`src/rtl/tpu_pkg.sv`:
```
// Shared types and sizing helpers for the TPU front-end loader.
package tpu_pkg;

    // Loader control states.
    typedef enum logic [2:0] {
        ST_IDLE,
        ST_LOAD_W,
        ST_LOAD_D,
        ST_START,
        ST_WAIT
    } loader_state_t;

    // Sizing for the default configuration. Instances with other
    // parameters derive their own values the same way.
    localparam int DEF_SRAM_DATA_WIDTH = 32;
    localparam int DEF_DATA_WIDTH      = 8;
    localparam int DEF_QUEUE_COUNT     = 2;
    localparam int DEF_ADDR_MAX        = 127;

    localparam int BPW        = DEF_SRAM_DATA_WIDTH / DEF_DATA_WIDTH;
    localparam int WPR        = (DEF_ADDR_MAX + 1) * DEF_QUEUE_COUNT;
    localparam int ELEM_CNT_W = $clog2(BPW);
    localparam int WORD_CNT_W = $clog2(WPR);

    // Counter width that stays at least one bit for degenerate sizes.
    function automatic int cnt_width(input int n);
        return (n > 1) ? $clog2(n) : 1;
    endfunction

endpackage

```
`src/rtl/tpu_loader_byte_packer.sv`:
```
// Packs consecutive stream elements little-endian into one SRAM word.
// word_valid/word are combinational so the owner can register the write
// in the same cycle the last element of a word is accepted.
module byte_packer
    import tpu_pkg::*;
#(
    parameter int DATA_WIDTH = 8,
    parameter int ELEMS      = 4
) (
    input  logic                          clk,
    input  logic                          srstn,
    input  logic                          clear,
    input  logic                          in_fire,
    input  logic [DATA_WIDTH-1:0]         in_data,
    output logic                          word_valid,
    output logic [ELEMS*DATA_WIDTH-1:0]   word
);

    localparam int ECW = cnt_width(ELEMS);

    logic [ECW-1:0]                cnt_q, cnt_d;
    logic [ELEMS*DATA_WIDTH-1:0]   buf_q, buf_d;
    logic                          last_slot;

    // Insert the incoming element at its slot and compute the next fill state.
    always_comb begin
        // NOTE: every always_comb output gets a default first so no path leaves it unassigned (no latch).
        last_slot  = (cnt_q == ECW'(ELEMS - 1));
        word_valid = in_fire && last_slot;
        word       = buf_q;
        for (int j = 0; j < ELEMS; j++) begin
            if (cnt_q == ECW'(j)) begin
                word[j*DATA_WIDTH +: DATA_WIDTH] = in_data;
            end
        end
        cnt_d = cnt_q;
        buf_d = buf_q;
        if (clear) begin
            cnt_d = '0;
            buf_d = '0;
        end else if (in_fire) begin
            buf_d = word;
            cnt_d = last_slot ? '0 : cnt_q + 1'b1;
        end
    end

    // Element counter and partial-word register.
    always_ff @(posedge clk or negedge srstn) begin
        // NOTE: sequential state uses non-blocking assignments so all flops update together at the edge.
        if (!srstn) begin
            cnt_q <= '0;
            buf_q <= '0;
        end else begin
            cnt_q <= cnt_d;
            buf_q <= buf_d;
        end
    end

endmodule

```
`src/rtl/tpu_loader.sv`:
```
// Front-end loader for tpu_top: packs a byte stream into SRAM words, fills
// the weight banks then the data banks, starts the core and waits for done.
module tpu_loader
    import tpu_pkg::*;
#(
    parameter int ARRAY_SIZE      = 8,
    parameter int SRAM_DATA_WIDTH = 32,
    parameter int DATA_WIDTH      = 8,
    parameter int QUEUE_COUNT     = (ARRAY_SIZE + 3) / 4,
    parameter int ADDR_MAX        = 127,
    parameter int SRAM_ADDR_WIDTH = 10
) (
    input  logic                                   clk,
    input  logic                                   srstn,
    input  logic                                   load_start,
    input  logic                                   in_valid,
    output logic                                   in_ready,
    input  logic [DATA_WIDTH-1:0]                  in_data,
    input  logic                                   in_last,
    output logic [QUEUE_COUNT-1:0]                 sram_wen_w_packed,
    output logic [QUEUE_COUNT*SRAM_ADDR_WIDTH-1:0] sram_waddr_w_packed,
    output logic [QUEUE_COUNT*SRAM_DATA_WIDTH-1:0] sram_wdata_w_packed,
    output logic [QUEUE_COUNT-1:0]                 sram_wen_d_packed,
    output logic [QUEUE_COUNT*SRAM_ADDR_WIDTH-1:0] sram_waddr_d_packed,
    output logic [QUEUE_COUNT*SRAM_DATA_WIDTH-1:0] sram_wdata_d_packed,
    output logic                                   tpu_start,
    input  logic                                   tpu_done,
    output logic                                   busy,
    output logic                                   load_err
);

    localparam int ELEMS_PER_WORD   = SRAM_DATA_WIDTH / DATA_WIDTH;
    localparam int WORDS_PER_REGION = (ADDR_MAX + 1) * QUEUE_COUNT;
    localparam int WCW              = cnt_width(WORDS_PER_REGION);
    localparam int BCW              = cnt_width(QUEUE_COUNT);

    // Reject configurations where elements do not tile a word exactly.
    if ((SRAM_DATA_WIDTH % DATA_WIDTH) != 0 || ARRAY_SIZE < 1) begin : g_param_check
        $error("tpu_loader: SRAM_DATA_WIDTH must be a multiple of DATA_WIDTH");
    end

    loader_state_t          state_q;
    logic                   in_ready_q, busy_q, tpu_start_q, load_err_q;
    logic [WCW-1:0]         word_cnt_q;
    logic [BCW-1:0]         bank_q;
    logic [SRAM_ADDR_WIDTH-1:0] addr_q;

    logic [QUEUE_COUNT-1:0]                           wen_w_q, wen_d_q;
    logic [QUEUE_COUNT-1:0][SRAM_ADDR_WIDTH-1:0]      waddr_w_q, waddr_d_q;
    logic [QUEUE_COUNT-1:0][SRAM_DATA_WIDTH-1:0]      wdata_w_q, wdata_d_q;

    logic                          fire;
    logic                          pk_word_valid;
    logic [SRAM_DATA_WIDTH-1:0]    pk_word;
    logic                          pk_clear;
    logic                          last_word;
    logic                          final_elem;
    logic                          frame_err;
    logic                          wr_en;

    // in_ready_q is high exactly in the two load states, so it doubles as
    // the "accepting" qualifier.
    assign fire       = in_valid && in_ready_q;
    assign last_word  = (word_cnt_q == WCW'(WORDS_PER_REGION - 1));
    assign final_elem = (state_q == ST_LOAD_D) && last_word && pk_word_valid;
    // in_last must coincide exactly with the final element of the load.
    assign frame_err  = fire && (in_last != final_elem);
    // The element that triggers a framing error is never committed.
    assign wr_en      = pk_word_valid && !frame_err;
    assign pk_clear   = frame_err || ((state_q == ST_IDLE) && load_start);

    byte_packer #(
        .DATA_WIDTH (DATA_WIDTH),
        .ELEMS      (ELEMS_PER_WORD)
    ) u_packer (
        .clk        (clk),
        .srstn      (srstn),
        .clear      (pk_clear),
        .in_fire    (fire),
        .in_data    (in_data),
        .word_valid (pk_word_valid),
        .word       (pk_word)
    );

    // Control FSM with registered status outputs, word counter and bank/address walk.
    always_ff @(posedge clk or negedge srstn) begin
        if (!srstn) begin
            state_q     <= ST_IDLE;
            in_ready_q  <= 1'b0;
            busy_q      <= 1'b0;
            tpu_start_q <= 1'b0;
            load_err_q  <= 1'b0;
            word_cnt_q  <= '0;
            bank_q      <= '0;
            addr_q      <= '0;
        end else begin
            case (state_q)
                ST_IDLE: begin
                    if (load_start) begin
                        state_q    <= ST_LOAD_W;
                        in_ready_q <= 1'b1;
                        busy_q     <= 1'b1;
                        load_err_q <= 1'b0;
                        word_cnt_q <= '0;
                        bank_q     <= '0;
                        addr_q     <= '0;
                    end
                end
                ST_LOAD_W, ST_LOAD_D: begin
                    if (frame_err) begin
                        state_q    <= ST_IDLE;
                        in_ready_q <= 1'b0;
                        busy_q     <= 1'b0;
                        load_err_q <= 1'b1;
                        word_cnt_q <= '0;
                        bank_q     <= '0;
                        addr_q     <= '0;
                    end else if (wr_en) begin
                        if (last_word) begin
                            word_cnt_q <= '0;
                            bank_q     <= '0;
                            addr_q     <= '0;
                            if (state_q == ST_LOAD_W) begin
                                // in_ready stays high: no bubble between regions.
                                state_q <= ST_LOAD_D;
                            end else begin
                                state_q     <= ST_START;
                                in_ready_q  <= 1'b0;
                                tpu_start_q <= 1'b1;
                            end
                        end else begin
                            word_cnt_q <= word_cnt_q + 1'b1;
                            if (bank_q == BCW'(QUEUE_COUNT - 1)) begin
                                bank_q <= '0;
                                addr_q <= addr_q + 1'b1;
                            end else begin
                                bank_q <= bank_q + 1'b1;
                            end
                        end
                    end
                end
                ST_START: begin
                    tpu_start_q <= 1'b0;
                    state_q     <= ST_WAIT;
                end
                ST_WAIT: begin
                    if (tpu_done) begin
                        state_q <= ST_IDLE;
                        busy_q  <= 1'b0;
                    end
                end
                default: begin
                    state_q     <= ST_IDLE;
                    in_ready_q  <= 1'b0;
                    busy_q      <= 1'b0;
                    tpu_start_q <= 1'b0;
                end
            endcase
        end
    end

    // SRAM write-port registers: one-cycle wen pulse, address/data held between writes.
    always_ff @(posedge clk or negedge srstn) begin
        // NOTE: these are port registers, not storage arrays, so they take the reset; the SRAM contents themselves are never reset here.
        if (!srstn) begin
            wen_w_q   <= '0;
            wen_d_q   <= '0;
            waddr_w_q <= '0;
            waddr_d_q <= '0;
            wdata_w_q <= '0;
            wdata_d_q <= '0;
        end else begin
            wen_w_q <= '0;
            wen_d_q <= '0;
            if (wr_en) begin
                if (state_q == ST_LOAD_W) begin
                    wen_w_q[bank_q]   <= 1'b1;
                    waddr_w_q[bank_q] <= addr_q;
                    wdata_w_q[bank_q] <= pk_word;
                end else begin
                    wen_d_q[bank_q]   <= 1'b1;
                    waddr_d_q[bank_q] <= addr_q;
                    wdata_d_q[bank_q] <= pk_word;
                end
            end
        end
    end

    assign in_ready            = in_ready_q;
    assign busy                = busy_q;
    assign tpu_start           = tpu_start_q;
    assign load_err            = load_err_q;
    assign sram_wen_w_packed   = wen_w_q;
    assign sram_waddr_w_packed = waddr_w_q;
    assign sram_wdata_w_packed = wdata_w_q;
    assign sram_wen_d_packed   = wen_d_q;
    assign sram_waddr_d_packed = waddr_d_q;
    assign sram_wdata_d_packed = wdata_d_q;

endmodule

```
`config.mk`:
```
export PLATFORM = sky130hd
export DESIGN_NAME = tpu_loader
export DESIGN_NICKNAME = d
export VERILOG_FILES = /design/src/rtl/tpu_pkg.sv /design/src/rtl/tpu_loader_byte_packer.sv /design/src/rtl/tpu_loader.sv
export SDC_FILE = /design/constraint.sdc
export NUM_CORES = 1
export LEC_CHECK = 0
export ABC_AREA = 1
export CORE_AREA = 3 3 141 143
export CTS_BUF_LIST = sky130_fd_sc_hd__clkbuf_4
export DETAILED_ROUTE_END_ITERATION = 10
export DIE_AREA = 0 0 144 146
export DONT_BUFFER_PORTS = 1
export PLACE_DENSITY = 0.78
export SLEW_MARGIN = 15
export SYNTH_ARGS = -nofsm -noshare
export SYNTH_HDL_FRONTEND = slang
export SYNTH_HIERARCHICAL = 1
export SYNTH_SLANG_ARGS = --single-unit
```
`constraint.sdc`:
```
create_clock -name clk -period 6.1 [get_ports clk]
set_clock_uncertainty 0.2 [all_clocks]
set_input_delay 0.61 -clock clk [delete_from_list [all_inputs] [get_ports clk]]
set_output_delay 0.61 -clock clk [all_outputs]
set_load 0.01 [all_outputs]
```
==> results of run 1 <==
[critical path, delay by kind of cell, from the launching register on]
family                     cells  cell delay [ns]
AOI/OAI and AO/OA              1             0.08
adders and majority gates      1             0.38
buffers and inverters          2             0.24
DFF                            1             0.37
and+or+nand+nor                6             1.78
[layer usage]
layer  wire (um)  vias to the layer above
met5           0                        -
met4         472                        0
met3        1890                       43
met2       10530                      245
met1        9358                     3432
li1            -                     3456
[cells in the mapped netlist]
| master | n | area share |
|---|---|---|
| nand2_1 | 429 | 0.17 |
| dfrtp_1 | 232 | 0.60 |
| o21ai_1 | 88 | 0.045 |
| inv_1 | 79 | 0.030 |
| o21ai_0 | 63 | 0.032 |
| o21ai_2 | 40 | 0.036 |
| nand3_1 | 24 | 0.012 |
| nor2_1 | 20 | 0.0077 |
| buf_2 | 17 | 0.0087 |
| buf_6 | 17 | 0.020 |
| clkbuf_1 | 6 | 0.0023 |
| ha_1 | 6 | 0.0077 |
| buf_4 | 5 | 0.0039 |
| a21oi_1 | 4 | 0.0021 |
| clkbuf_2 | 4 | 0.0021 |
| inv_2 | 4 | 0.0015 |
| nor2_2 | 4 | 0.0026 |
| nor3_1 | 4 | 0.0021 |
| nand3_4 | 3 | 0.0054 |
| nand4_1 | 3 | 0.0019 |
| xor2_1 | 3 | 0.0027 |
| buf_8 | 2 | 0.0031 |
| nand3_2 | 2 | 0.0021 |
| nand3b_1 | 2 | 0.0015 |
| nor2_4 | 2 | 0.0023 |
| a21oi_2 | 1 | 0.00090 |
| nand2_2 | 1 | 0.00064 |
| o211ai_1 | 1 | 0.00077 |
| o21a_1 | 1 | 0.00077 |
[flip-flops by register name, summed over array words and instances (netlist names)]
name and count:
sram_waddr_w_packed 20, tpu_start 1, state_q 3, load_err 1, u_packer/buf_q 32, sram_wdata_w_packed 64, word_cnt_q 8, addr_q 10
busy 1, sram_wen_d_packed 2, bank_q 1, in_ready 1, sram_wen_w_packed 2, sram_wdata_d_packed 64, sram_waddr_d_packed 20, u_packer/cnt_q 2
[through the flow]
stage          area [sq um]  setup slack (ns)  instances    util
6_report              10490             2.828       1363  0.5609
5_1_grt               10490             2.433       1363  0.5609
4_1_cts               10460             2.790       1362  0.5594
3_5_place_dp           9669             2.689       1253  0.5169
3_3_place_gp           9669             2.882       1253  0.5169
2_1_floorplan          9741             3.680       1067       -
[cell families (layout without fill, tap and decap cells)]
kind of cell	after synthesis	in the layout
buffers and inverters	134	196
xor gates and xnor gates	3	3
AOI/OAI and AO/OA	198	198
adders and majority gates	6	6
and+or+nand+nor	494	494
DFF	232	232
[layout make-up]
cell class	instances	area [sq um]
Clock buffer	79	593.1
Clock inverter	19	73.82
Fill cell	1631	8214
Inverter	83	311.5
Multi-Input combinational cell	701	3237
Sequential cell	232	5806
Tap cell	234	292.8
Timing Repair Buffer	15	177.7
[where the power goes]
| group | total [mW] | leakage, nW | switching [mW] | internal, mW |
|---|---|---|---|---|
| sequential | 1.91 | 3.21 | 0.188 | 1.72 |
| clock | 1.19 | 0.401 | 0.598 | 0.595 |
| combinational | 0.942 | 1.59 | 0.695 | 0.247 |
| total | 4.05 | 5.20 | 1.48 | 2.57 |
[how the worst max path moves through the flow]
stage / startpoint / end
after floorplan: in_valid / u_packer/buf_q[0]
after global placement: in_valid / sram_wdata_w_packed[4]
after detailed placement: in_valid / sram_wdata_w_packed[3]
after CTS: u_packer/cnt_q[0] / sram_wdata_w_packed[3]
after global routing: u_packer/cnt_q[0] / sram_waddr_d_packed[4]
final: u_packer/cnt_q[0] / sram_wdata_d_packed[12]
==> summary.md, run 1 <==
| Metric | Value |
|---|---|
| Fin crit period | ~3.3 ns |
| CTS Buf Count | 58 |
| Vias in the first global route | approximately 7000 |
| # diodes | 0 |
| Via density per instance | around 5.3 |
| Port bufs | 0 |
| Die ar. | around 21000 sq um |
| Leak Pwr | between 5 and 6 nW |
| Initial antenna violation count | 0 |
| Slew Limit Fails | 0 |
| Post-Synth Adder-Cell Area | 0.007707 |
| Row count | 50 |
| Vias | ~7000 |
| DRT iter0 DRCs | ~530 |
| Die Height | around 150 um |
| Final hold viol count | 0 |
| Worst path max stage delay | slightly above 0.8 ns |
| Post-detail-place hpwl | around 14000 um |
| GPL Wtd Cong | roughly 0.84 |
| Worst Reg2Reg Path Length in Cells | 10 |
| Post-Synthesis Cell Area | ~9700 sq um |
| Outcome | finished, final reports clean |
| Tot Pwr | roughly 4 mW |
| Hold buffer count at cts | 11 |
| Initial Util | 0.5207 |
| Worst-margin pin slew | 1.069 ns |
| Met3 GRT Util | 0.06967 |
| Largest family of logic cells by synthesized area | simple AND/OR/NAND/NOR gates |
| Peak supply drop | around 280 uV |
| Core Area | around 19000 sq um |
| WHS | between 0.06 and 0.07 ns |
| DR DRC count | 0 |
| Yosys reg bits | 232 |
| First-pass GRT wire length | ~37000 um |
| Startpoint types | flop |
| Commonest cells after routing, fill and taps aside | nand2_1, dfrtp_1, o21ai_1, inv_1, clkbuf_4 |
| DRT Wirelength | 22260 um |
| Synthesized Nets | roughly 1100 |
| Resized cells post-CTS | 0 |
| Synth Area in XOR/XNOR | 0.002697 |
| Gate Count Post-Synth | 1067 |
| CTS clk-pin slew, worst paths | 0.07 ns |
| Mux cell area share after synthesis | 0 |
| Mean post-synth cell area | 9.129 sq um |
| Die width | about 140 um |
| Met2 Usage GRT | 0.3399 |
| RSZ-0062 raised after global routing | false |
| Hold Startpoint | in_data[1] |
| Area delta synth->final | 7.707% |
| First-pass detailed-route iteration total | 6 |
| Worst path required time | around 6.4 ns |
| Crit-path slowest cell | nand3_4 |
| Worst EP arrival | 3.57 ns |
| Num Clock Sinks | approximately 230 |
| PD cells | between 300 and 400 nW/um^2 |
| Post-CTS Setup Bufs | 0 |
| Final setup fails | 0 |
| Post-Synth Simple-Gate Area | 0.2039 |
| Largest net degree at the start of global routing | about 230 |
| I/O pins | 190 |
| Slew HR | 0.2876 |
| Post-route antenna net violation count | 0 |
| CTS tree | yes |
| CP Max Fanout | 85 |
| Sum of negative setup slack | 0 ns |
| Crit-path cells | ha_1, nand2_1, inv_1, inv_1, nor2_1, nand3_1, nand3_2, nand3_4, nand2_1, o21ai_2 |
| HP Class | input pin to flop |
| Clock Latency Late Sink | between 0.6 and 0.7 ns |
| Crit path kind | flop to flop |
| Post-synthesis compound-gate area fraction | 0.1180 |
| Most used routing layer | met2 |
| Htree depth | 2 |
| Nets | around 1100 |
| Clock buffer depth | 3 |
| Remaining global-route overflow | 0 |
| Most common cell after layout, fill and taps aside | nand2_1 |
| Reg-to-reg critical path endpoint | sram_wdata_d_packed[12] |
| Avg WL per Cell | about 16 um |
| Worst Hold Depth | 4 |
| Root Buffer | clkbuf_4 |
| Crit share post-route | 0.5364 |
| Overall Global Routing Usage | 0.2137 |
| Synth warn | 6 |
| FF-to-FF Start | u_packer/cnt_q[0] |
| Hold endpoint | u_packer/buf_q[1] |
| Reg2reg setup slack | about 2.8 ns |
| Fmax | between 0.3 and 0.4 GHz |
| Met1 usage | 0.2783 |
| # Max-Cap Violations | 0 |
| Sequential-to-total area share from yosys stat | 0.5960 |
| Critical path endpoint category | flop |
| Layout cells sized above 1 | 0.1275 |
| Post-synth cell types | 29 |
(Power assumes the default switching activity.)
==> run 2: changes to the inputs <==
- clock period: 6.1 -> 3.2 ns (I/O delays scaled with it)
==> summary.md, run 2 (synthesis results as in run 1) <==
| Metric | Value |
|---|---|
| Outcome | finished, violations left |
| Failing checks | negative hold slack |
| Sum of negative setup slack | 0 ns |
| Htree depth | 2 |
| Vias | around 7200 |
| Clock Latency Late Sink | about 0.65 ns |
| Remaining global-route overflow | 0 |
| DRT Wirelength | about 23000 um |
| Area delta synth->final | 9.403% |
| CTS tree | yes |
| Post-CTS Setup Bufs | 0 |
| Crit path kind | flop to flop |
| Avg WL per Cell | 16.54 um |
| CP Buf/Inv Count | 4 |
| Hold buffer count at cts | 11 |
| Crit share post-route | 0.8646 |
| CTS Buf Count | between 50 and 60 |
| Die width | ~140 um |
| Root Buffer | clkbuf_4 |
| Vias in the first global route | 7125 |
| First-pass detailed-route iteration total | 5 |
| Startpoint types | flop |
| Overall Global Routing Usage | 0.2180 |
| # fillers | between 1500 and 2000 |
| Initial Util | 0.5207 |
| CP Max Fanout | 19 |
| # diodes | 0 |
| Clock buffer depth | 3 |
| Worst-margin pin slew | about 0.49 ns |
| Commonest cells after routing, fill and taps aside | nand2_1, dfrtp_1, o21ai_1, clkbuf_4, inv_1 |
| Core Area | between 15000 and 20000 sq um |
| Num Clock Sinks | between 200 and 250 |
| Most common cell after layout, fill and taps aside | nand2_1 |
| Initial antenna violation count | 0 |
| Worst EP arrival | about 3.2 ns |
| WHS | -0.8279 ns |
| Post-detail-place hpwl | 15010 um |
| Via density per instance | about 5.2 |
| Slew Limit Fails | 0 |
| Final hold viol count | roughly 230 |
| Most used cell, CP | nand2_1 |
| Largest net degree at the start of global routing | approximately 230 |
| Nets | around 1100 |
| Critical path's top delay family | simple AND/OR/NAND/NOR gates |
| Peak supply drop | just under 500 uV |
| Port bufs | 0 |
| Worst path max stage delay | between 0.4 and 0.5 ns |
| PD cells | 733.5 nW/um^2 |
| # Max-Cap Violations | 0 |
| Fmax | ~0.36 GHz |
| Reg2reg setup slack | about 0.43 ns |
| DRT iter0 DRCs | slightly below 500 |
| Layout cells sized above 1 | 0.1383 |
| Worst path required time | 3.59 ns |
| Fin crit period | between 2 and 3 ns |
| I/O pins | 190 |
| Die ar. | 21020 sq um |
| Post-route antenna net violation count | 0 |
| Row count | 50 |
| Final setup fails | 0 |
| First-pass GRT wire length | about 37000 um |
| Leak Pwr | 5.296 nW |
| HP Class | input pin to async pin |
| Critical path endpoint category | flop |
| CTS clk-pin slew, worst paths | ~0.070 ns |
| Slew HR | 0.6735 |
| RSZ-0062 raised after global routing | false |
| Crit-path cells | nand2_1, inv_1, nand2_1, inv_1, inv_1, nor2_1, nand3_1, nand3_2, nand2_1, nor2_4, buf_12, nand2_1, nand2_1 |
| Resized cells post-CTS | 0 |
| Die Height | 146 um |
| Crit-path slowest cell | dfrtp_1 |
| DR DRC count | 0 |
| GPL Wtd Cong | 0.8362 |
-- run 2: stage by stage --
step	power [mW]	instances	setup WS, ns	area (sq um)	utilization
5_1_grt	8.368	1384	0.1378	10660	0.5697
2_1_floorplan	5.006	1067	0.9391	9741	-
4_1_cts	7.896	1384	0.4396	10660	0.5697
6_report	7.816	1384	0.4332	10660	0.5697
3_3_place_gp	5.391	1263	0.5978	9819	0.5250
3_5_place_dp	5.452	1263	0.4484	9819	0.5250
-- run 2: layer usage --
layer | up-vias | track usage | routed length [um] | part of all wire
li1 | 3487 | - | - | -
met1 | 3465 | 0.2792 | 9564 | 0.42
met2 | 246 | 0.3482 | 11030 | 0.48
met3 | 43 | 0.07098 | 1839 | 0.080
met4 | 0 | 0.07627 | 452 | 0.020
met5 | - | 0 | 0 | 0
-- run 2: path summary, 6_finish.rpt --
path / end / cells past startpoint / start
min reg2reg: u_packer/buf_q[23] / 2 / u_packer/buf_q[23]
min in group clk: tpu_start / 4 / in_last
min: word_cnt_q[0] / 0 / srstn
max: u_packer/buf_q[19] / 13 / in_ready
max in group asynchronous: sram_wdata_w_packed[44] / 0 / srstn
max reg2reg: u_packer/buf_q[19] / 13 / in_ready
-- run 2: final cells by class --
cell class	instances	area [sq um]	share of cell area
Timing Repair Buffer	24	282.8	0.02654
Clock inverter	29	118.9	0.01115
Inverter	83	311.5	0.02924
Tap cell	234	292.8	0.02747
Sequential cell	232	5806	0.5448
Multi-Input combinational cell	701	3237	0.3037
Clock buffer	81	608.1	0.05706
-- run 2: power by group --
part	internal (mW)	switching (mW)	total (mW)
Sequential	3.28	0.364	3.65
Combinational	0.487	1.30	1.78
Clock	1.18	1.20	2.38
Total	4.96	2.86	7.82
-- run 2: worst register-to-register path, stage by stage (launching register included) --
cell and delay (ns):
dfrtp_1 0.43, nand2_1 0.12, inv_1 0.17, nand2_1 0.08
inv_1 0.13, inv_1 0.09, nor2_1 0.15, nand3_1 0.12
nand3_2 0.27, nand2_1 0.20, nor2_4 0.41, buf_12 0.21
nand2_1 0.08, nand2_1 0.05
==> run 3: changes to the inputs <==
- MAX_ROUTING_LAYER: unset -> met4
- PLACE_DENSITY: 0.78 -> 0.67
==> summary.md, run 3 (synthesis results as in run 1) <==
| Metric | Value |
|---|---|
| Fmax | ~0.35 GHz |
| Final hold viol count | ~230 |
| Sum of negative setup slack | 0 ns |
| Failing checks | negative hold slack |
| Post-detail-place hpwl | roughly 15000 um |
| Post-CTS Setup Bufs | 0 |
| DRT Wirelength | 22540 um |
| CTS tree | yes |
| Resized cells post-CTS | 0 |
| Vias | 7084 |
| Htree depth | 2 |
| I/O pins | 190 |
| Hold buffer count at cts | 10 |
| Most common cell after layout, fill and taps aside | nand2_1 |
| Row count | 50 |
| Fin crit period | 2.828 ns |
| Die Height | ~150 um |
| Placed Cells | ~1300 |
| Place WS | approximately 0.39 ns |
| Outcome | finished, violations left |
| Port bufs | 0 |
| Nets | around 1100 |
| Slew HR | 0.6858 |
| Die width | ~140 um |
| Remaining global-route overflow | 0 |
| CTS Buf Count | between 50 and 60 |
| # Max-Cap Violations | 0 |
| Tot Pwr | 7.900 mW |
| Layout cells sized above 1 | 0.1403 |
| Finished Cell Area | around 11000 sq um |
| Clock Latency Late Sink | 0.67 ns |
| Peak supply drop | 387.8 uV |
| PD cells | approximately 740 nW/um^2 |
| Post-route antenna net violation count | 0 |
| Vias in the first global route | between 6000 and 7000 |
| Root Buffer | clkbuf_4 |
| Startpoint types | flop |
| Crit path kind | flop to flop |
| Num Clock Sinks | approximately 230 |
| Clock buffer depth | 3 |
| Die ar. | approximately 21000 sq um |
| DR DRC count | 0 |
| DRT iter0 DRCs | approximately 440 |
| # fillers | 1624 |
| CP Max Fanout | 33 |
| First-pass detailed-route iteration total | 5 |
| Initial Util | 0.5207 |
| Core Area | between 15000 and 20000 sq um |
| Overall Global Routing Usage | 0.2211 |
| Final setup fails | 0 |
| Largest net degree at the start of global routing | around 230 |
| Area delta synth->final | 9.275% |
| Leak Pwr | 5.291 nW |
| Slew Limit Fails | 0 |
| Avg WL per Cell | about 16 um |
| WHS | -0.8432 ns |
| Post-route non-filler standard cell count | around 1400 |
| Placed cell area | about 9800 sq um |
| HP Class | input pin to async pin |
| First-pass GRT wire length | between 30000 and 40000 um |
| Worst EP arrival | about 3.2 ns |
| RSZ-0062 raised after global routing | false |
| Initial antenna violation count | 1 |
| GPL Wtd Cong | just over 0.8 |
| Worst path required time | 3.57 ns |
| PnR worst setup slack | 0.3722 ns |
| Commonest cells after routing, fill and taps aside | nand2_1, dfrtp_1, o21ai_1, clkbuf_4, inv_1 |
| Worst-margin pin slew | between 0.4 and 0.5 ns |
| Via density per instance | slightly above 5 |
| CTS clk-pin slew, worst paths | ~0.070 ns |
| Critical path endpoint category | flop |
| Crit share post-route | 0.8837 |
[run 3: cell count changes in the layout (fill, tap and decap cells not counted)]
cell and change:
buf_4 -2, bufinv_16 +2, clkbuf_4 +4, clkinv_1 -16, clkinv_2 -4, diode_2 +1, dlygate4sd3_1 -1
[run 3: worst max-delay path, stage by stage (launching register included)]
cell     delay [ns]
dfrtp_1        0.38
ha_1           0.37
nand2_1        0.09
inv_1          0.15
inv_1          0.09
nor2_1         0.15
nand3_1        0.11
nand3_2        0.27
nand2_1        0.22
nor2_2         0.14
buf_4          0.34
inv_1          0.09
o21ai_0        0.16
[run 3: layer usage]
metal  GRT usage  wire length [um]  up-vias
li1            -                 -     3476
met1      0.2961              9971     3333
met2      0.3270             10340      232
met3     0.06441              1775       43
met4     0.06968               448        0
met5           -                 0        -
[run 3: path summary, 6_finish.rpt]
| kind | from | endpoint | slack (ns) | cells after the start |
|---|---|---|---|---|
| max | u_packer/cnt_q[0] | u_packer/cnt_q[1] | 0.37 | 12 |
| max in group asynchronous | srstn | sram_waddr_d_packed[18] | 3.32 | 0 |
| min reg2reg | u_packer/buf_q[16] | u_packer/buf_q[16] | 0.28 | 2 |
| min in group clk | in_last | addr_q[7] | 0.05 | 8 |
| min | srstn | sram_wdata_d_packed[20] | -0.84 | 0 |
| max reg2reg | u_packer/cnt_q[0] | u_packer/cnt_q[1] | 0.37 | 12 |
[run 3: area by class of cell]
class                      instances  area [sq um]  area share
clock inverter                    11         98.84    0.009286
tap                              234         292.8     0.02751
multi-input combinational        701          3237      0.3041
clock buffer                      85         638.1     0.05995
inverter                          83         311.5     0.02927
antenna                            1         2.502   0.0002351
timing repair buffer              21         257.7     0.02422
sequential                       232          5806      0.5454
[run 3: per-stage QoR]
step                utilization  hold slack (ns)
global placement         0.5241          -0.1687
finish                   0.5690          -0.8432
global route             0.5690          -0.9056
CTS                      0.5689          -0.9067
detailed placement       0.5241          -0.1680
floorplan                     -          -0.1756
[run 3: where the power goes]
| group | internal [mW] | switching (mW) |
|---|---|---|
| combinational | 0.473 | 1.29 |
| sequential | 3.29 | 0.362 |
| clock | 1.36 | 1.13 |
